`config.mk`:
```
export PLATFORM = sky130hd
export DESIGN_NAME = muldiv_unit
export DESIGN_NICKNAME = d
export VERILOG_FILES = /design/src/rtl/muldiv_unit.sv
export SDC_FILE = /design/constraint.sdc
export NUM_CORES = 1
export LEC_CHECK = 0
export CAP_MARGIN = 20
export CORE_AREA = 2 2 193 195
export CTS_BUF_LIST = sky130_fd_sc_hd__clkbuf_4
export CTS_CLUSTER_SIZE = 24
export DETAILED_ROUTE_END_ITERATION = 7
export DIE_AREA = 0 0 195 197
export SETUP_SLACK_MARGIN = 0.4
export SYNTH_ARGS = -nofsm -noshare
export SYNTH_HDL_FRONTEND = slang
export SYNTH_SLANG_ARGS = --single-unit
export TNS_END_PERCENT = 10
```
`constraint.sdc`:
```
create_clock -name clk -period 8.59 [get_ports clk]
set_input_delay 0.859 -clock clk [delete_from_list [all_inputs] [get_ports clk]]
set_output_delay 0.859 -clock clk [all_outputs]
set_load 0.1 [all_outputs]
```
`src/rtl/muldiv_unit.sv`:
```
// muldiv_unit: iterative multiply/divide unit with private HI/LO registers.
// MULT/MULTU use WIDTH shift-add steps; DIV/DIVU use WIDTH restoring
// shift-subtract steps on operand magnitudes, with the sign fix applied in a
// final cycle. MTHI/MTLO write HI/LO in one cycle.
//
// Handshake: start is sampled only while the FSM is in IDLE; busy is high
// from the edge that accepts a mul/div until the edge that writes hi/lo, and
// done pulses for exactly the one cycle in which hi/lo hold a new result.
//
// Optional feature: define MULDIV_CANCEL_EN to add the cancel port, which
// aborts an in-flight mul/div without touching hi/lo.
module muldiv_unit #(
   parameter int WIDTH = 32
) (
   input  logic             clk,
   input  logic             rst_n,
   input  logic             start,
   input  logic [2:0]       op,
   input  logic [WIDTH-1:0] x,
   input  logic [WIDTH-1:0] y,
`ifdef MULDIV_CANCEL_EN
   input  logic             cancel,
`endif
   output logic             busy,
   output logic             done,
   output logic [WIDTH-1:0] hi,
   output logic [WIDTH-1:0] lo,
   output logic [1:0]       dbg_state
);

   localparam int CW = $clog2(WIDTH + 1);

   typedef enum logic [1:0] {
      S_IDLE = 2'd0,
      S_CALC = 2'd1,
      S_FIX  = 2'd2
   } state_t;

   state_t              r_state;
   logic                r_busy;
   logic                r_done;
   logic [WIDTH-1:0]    r_hi;
   logic [WIDTH-1:0]    r_lo;
   logic [WIDTH-1:0]    r_x;       // raw dividend, returned in HI on divide by zero
   logic [WIDTH-1:0]    r_b;       // multiplicand / divisor magnitude
   logic [2*WIDTH:0]    r_acc;     // mul: {partial(W+1), multiplier}; div: {rem(W+1), quotient}
   logic [CW-1:0]       r_count;
   logic                r_is_div;
   logic                r_neg_q;   // product / quotient must be negated
   logic                r_neg_r;   // remainder must be negated (dividend sign)
   logic                r_dz;      // divisor was zero

   logic                w_cancel;
   logic                w_signed;
   logic                w_x_neg;
   logic                w_y_neg;
   logic [WIDTH-1:0]    w_x_mag;
   logic [WIDTH-1:0]    w_y_mag;
   logic [WIDTH:0]      w_mul_sum;
   logic [2*WIDTH:0]    w_mul_next;
   logic [2*WIDTH:0]    w_div_sh;
   logic [WIDTH:0]      w_div_sub;
   logic [2*WIDTH:0]    w_div_next;
   logic [2*WIDTH-1:0]  w_prod;
   logic [2*WIDTH-1:0]  w_prod_fix;
   logic [WIDTH-1:0]    w_quo_fix;
   logic [WIDTH-1:0]    w_rem_fix;

`ifdef MULDIV_CANCEL_EN
   assign w_cancel = cancel;
`else
   assign w_cancel = 1'b0;
`endif

   // Operand conditioning: signed ops work on magnitudes, signs kept aside.
   assign w_signed = (op == 3'd0) || (op == 3'd2);
   assign w_x_neg  = w_signed & x[WIDTH-1];
   assign w_y_neg  = w_signed & y[WIDTH-1];
   assign w_x_mag  = w_x_neg ? (-x) : x;
   assign w_y_mag  = w_y_neg ? (-y) : y;

   // Shift-add step: add multiplicand when the current multiplier bit is set,
   // then shift the whole accumulator right by one.
   assign w_mul_sum  = r_acc[2*WIDTH:WIDTH] + (r_acc[0] ? {1'b0, r_b} : {(WIDTH+1){1'b0}});
   assign w_mul_next = {1'b0, w_mul_sum, r_acc[WIDTH-1:1]};

   // Restoring divide step: shift in the next dividend bit, try the subtract,
   // keep it only if it did not borrow.
   assign w_div_sh   = {r_acc[2*WIDTH-1:0], 1'b0};
   assign w_div_sub  = w_div_sh[2*WIDTH:WIDTH] - {1'b0, r_b};
   assign w_div_next = w_div_sub[WIDTH] ? w_div_sh
                                        : {w_div_sub, w_div_sh[WIDTH-1:1], 1'b1};

   // Sign fix applied to the finished magnitudes.
   assign w_prod     = r_acc[2*WIDTH-1:0];
   assign w_prod_fix = r_neg_q ? (-w_prod) : w_prod;
   assign w_quo_fix  = r_neg_q ? (-r_acc[WIDTH-1:0]) : r_acc[WIDTH-1:0];
   assign w_rem_fix  = r_neg_r ? (-r_acc[2*WIDTH-1:WIDTH]) : r_acc[2*WIDTH-1:WIDTH];

   // Control FSM, datapath registers and HI/LO in one registered process.
   always_ff @(posedge clk) begin
      if (!rst_n) begin
         r_state  <= S_IDLE;
         r_busy   <= 1'b0;
         r_done   <= 1'b0;
         r_hi     <= '0;
         r_lo     <= '0;
         r_x      <= '0;
         r_b      <= '0;
         r_acc    <= '0;
         r_count  <= '0;
         r_is_div <= 1'b0;
         r_neg_q  <= 1'b0;
         r_neg_r  <= 1'b0;
         r_dz     <= 1'b0;
      end else begin
         r_done <= 1'b0;
         case (r_state)
            S_IDLE: begin
               if (start) begin
                  case (op)
                     3'd0, 3'd1, 3'd2, 3'd3: begin
                        r_state  <= S_CALC;
                        r_busy   <= 1'b1;
                        r_count  <= '0;
                        r_is_div <= op[1];
                        r_x      <= x;
                        r_b      <= w_y_mag;
                        r_acc    <= {{(WIDTH+1){1'b0}}, w_x_mag};
                        r_neg_q  <= w_x_neg ^ w_y_neg;
                        r_neg_r  <= w_x_neg;
                        r_dz     <= (y == '0);
                     end
                     3'd4: begin
                        r_hi   <= x;
                        r_done <= 1'b1;
                     end
                     3'd5: begin
                        r_lo   <= x;
                        r_done <= 1'b1;
                     end
                     default: ;
                  endcase
               end
            end
            S_CALC: begin
               if (w_cancel) begin
                  r_state <= S_IDLE;
                  r_busy  <= 1'b0;
               end else begin
                  r_acc   <= r_is_div ? w_div_next : w_mul_next;
                  r_count <= r_count + CW'(1);
                  if (r_count == CW'(WIDTH - 1)) r_state <= S_FIX;
               end
            end
            S_FIX: begin
               r_state <= S_IDLE;
               r_busy  <= 1'b0;
               if (!w_cancel) begin
                  r_done <= 1'b1;
                  if (!r_is_div) begin
                     r_hi <= w_prod_fix[2*WIDTH-1:WIDTH];
                     r_lo <= w_prod_fix[WIDTH-1:0];
                  end else if (r_dz) begin
                     r_hi <= r_x;
                     r_lo <= '1;
                  end else begin
                     r_hi <= w_rem_fix;
                     r_lo <= w_quo_fix;
                  end
               end
            end
            default: begin
               r_state <= S_IDLE;
               r_busy  <= 1'b0;
            end
         endcase
      end
   end

   assign busy      = r_busy;
   assign done      = r_done;
   assign hi        = r_hi;
   assign lo        = r_lo;
   assign dbg_state = r_state;

endmodule
```
==> results.md <==
- Endpoints failing hold: 0
- Root buffer cell: clkbuf_4
- Yosys top cell area share: 25.7%
- Mapped Cells: 2135
- Nets: 2341
- Register area share after synthesis: 25.7%
- Die width: 195 µm
- Cell Area, Synth: 0.0161 mm²
- Slew @ Worst Pin: roughly 1100 ps
- Setup Viol. Count Final: 0
- Max cap viols: 0
- Fin crit share: 52.8%
- H-tree levels: 2
- DP HPWL: 39400 µm
- Fillers: 3709
- 1st-pass router iterations: 5
- Core Area: 0.0363 mm²
- Vias/cell: 5.88
- Synth top area cells: dfxtp_1 26%, xor2_1 6.0%, a21oi_1 5.7%, nand2_1 5.5%, o21ai_0 5.5%
- Setup TNS: 0 ps
- Hold slack: 458 ps
- Startpoint Class: flip-flop
- Critical-path cell list: inv_1 -> ha_1 -> fa_1 -> nand2b_1 -> a21oi_1 -> o2111ai_1 -> a21oi_1 -> o31ai_1 -> o21a_1 -> o21ai_0 -> ha_1 -> buf_4 -> inv_1 -> a31oi_1 -> nor2_1 -> a221oi_1 -> o211ai_1
- PostCTS Resize Cnt: 0
- # IOs: 138
- IO buf count: about 140
- Initial Util: roughly 45%
- Max_slew headroom: 28.5%
- Later-pin clock latency in the skew report: 830 ps
- Overall global routing resource usage: roughly 28%
- Outcome: complete, no violations
- Worst-case reg-to-reg path depth: 17
- Crit end category: flip-flop
- Post-synth cell types: 69
- Worst R2R Setup Slack: 4050 ps
- Async SR Flop Fraction: 0%
- DRC: 0
- # hold bufs at CTS: 0
- Layout Cells excl Fill: 2715
- Leading cell type by number of instances after synthesis: nand2_1
- Total CTS buffers: about 60
- Die ar.: 0.0384 mm²
- CP arrival: around 5200 ps
- Yosys Warn Count: 0
- Crit-path max FO: 34
- Share of cells above drive strength 1: 8.50%
- Yosys top cell by area: dfxtp_1
- Worst clock skew: 54.8 ps
- Syn Area/Cell: 7.56 µm²
- Slowest CP cell: a21oi_1
- Hold Crit Depth: 2
- Critical Path RT: 9250 ps
- Commonest cells in the netlist: 237 x nand2_1, 207 x dfxtp_1, 183 x a21oi_1
- Post-CTS repair timing setup buffer count: 0
- Maximum VDD drop: 0.0768 mV
- Max incr delay on CP: 430 ps
- Layout area overhead: 14.7%
- Number of synthesized flops with an enable pin: 0
- Slew Limit Fails: 0
- Die span in y: between 150 and 200 µm
- Fmax: 220 MHz
- Iter 0 DRT Violations: 924
- Largest net degree at the start of global routing: 73
- DRT Wirelength: between 50000 and 60000 µm
- Global-route wire length before repair: approximately 85000 µm
- Power Dens Cells: 143 mW/mm²
- Period minus WS final: ~4500 ps
- Routability cong.: 0.941
- Row count: 70
- Clk slew on worst S/H paths: around 70 ps
- Via Count: 16000
- GR Overflow Total: 0
- WL per Instance: 19.8 µm
- Clock Path Buffers: 3
- Crit path kind: flip-flop to flip-flop
- Syn_nets: between 2000 and 2500
- RSZ-0062 raised after global routing: false
- Clock sinks: 207
- Initial antenna violation count: 1
- Vias in the first global route: 15200
- CTS tree: built
- Post-DRT Antenna Nets: 0
- Pleak: 7.02 nW
- Main flop type after synthesis: dfxtp_1
- Worst Hold Class: flip-flop to flip-flop
- Post-Place Cells: 2606
- Synth Register Bits: 207
-- routing by layer --
metal  global-route usage (%)  routed length [µm]  part of all wire (%)
met3                     3.47                3220                   6.0
met4                     9.87                1500                   2.8
met2                     46.4               24800                    46
met1                     36.3               24200                    45
met5                        0                   0                     0
-- registers in the layout (all words and copies together), names as in the netlist --
signal     count
r_x           32
r_neg_r        1
r_is_div       1
r_count        6
done           1
r_b           32
lo            32
hi            32
busy           1
r_acc         65
r_neg_q        1
dbg_state      2
r_dz           1
-- metrics by stage --
| stage | total power [mW] | worst slack, ps | util, % | area, µm² |
|---|---|---|---|---|
| after floorplan | 1.48 | 4850 | - | 16100 |
| after global placement | 1.67 | 4260 | 48.7 | 17700 |
| after detailed placement | 1.68 | 4160 | 48.9 | 17700 |
| after CTS | 2.66 | 4130 | 51.0 | 18500 |
| after global routing | 2.78 | 3720 | 51.0 | 18500 |
| final | 2.64 | 4050 | 51.0 | 18500 |
-- worst max-delay path, delay by kind of cell (launching register included) --
kind	cells	cell delay, ps
adders and majority gates	3	750
DFF	1	360
buffers and inverters	3	750
and+or+nand+nor	2	260
AOI/OAI and AO/OA	9	2220
-- power by group --
group,switching (mW),leakage [nW],total [mW],internal (mW)
Clock,0.473,0.460,0.975,0.503
Combinational,0.385,4.88,0.609,0.224
Sequential,0.0552,1.69,1.06,1.00
Total,0.913,7.02,2.64,1.73
-- cells by family (layout without fill, tap and decap cells) --
family          Yosys count  in the layout  share of synthesized area, %
xor+xnor                199            199                          10.8
compound gates          676            676                          26.5
other cells               0              1                             0
simple gates            647            647                          18.6
fa+ha+maj                72             72                          5.68
flops                   207            207                          25.7
buf+inv                 218            329                          5.14
mux                     116            116                          7.57
-- cell type report --
| cell class | count | area [µm²] | share of cell area (%) |
|---|---|---|---|
| clock buffers | 82 | 616 | 3.33 |
| inverters | 63 | 236 | 1.28 |
| flip-flops and latches | 207 | 4150 | 22.4 |
| multi-input cells | 1710 | 11200 | 60.5 |
| well taps | 468 | 586 | 3.16 |
| clock inverters | 26 | 161 | 0.872 |
| repair buffers | 158 | 1550 | 8.38 |
| diodes | 1 | 2.50 | 0.0135 |
-- path summary, 6_finish.rpt --
path             start        end
min reg2reg    r_x[25]    r_x[25]
max reg2reg  r_acc[31]  r_acc[63]
min            r_x[25]    r_x[25]
max          r_acc[31]  r_acc[63]
-- layout by cell type (no fill, tap or decap), types with 13 or more instances in the layout --
master           netlist  routed
nor3_1                39      37
o221ai_1              14      14
o21a_1                17      17
nor2b_1               16      14
clkinv_1               0      17
nand2b_1              21      21
o41ai_1               13      13
o21ai_0              177     177
buf_4                  0      19
mux2_2                48      48
a21boi_0              44      44
dfxtp_1              207     204
and3_1                15      15
xnor2_1               88      88
a21oi_1              183     182
inv_1                 63      62
a31oi_1               18      18
nand3_1               28      28
mux2i_1               68      68
nor2_1               181     180
clkdlybuf4s50_1        0     136
o211ai_1              15      15
or4_1                 21      21
xor2_1               111     111
o31ai_1               37      37
ha_1                  70      70
nand2_1              237     237
a21o_1                19      19
clkbuf_4               0      82
a211oi_1              60      60
or3_1                 34      33
No activity file was read; power rests on OpenSTA's default activity.
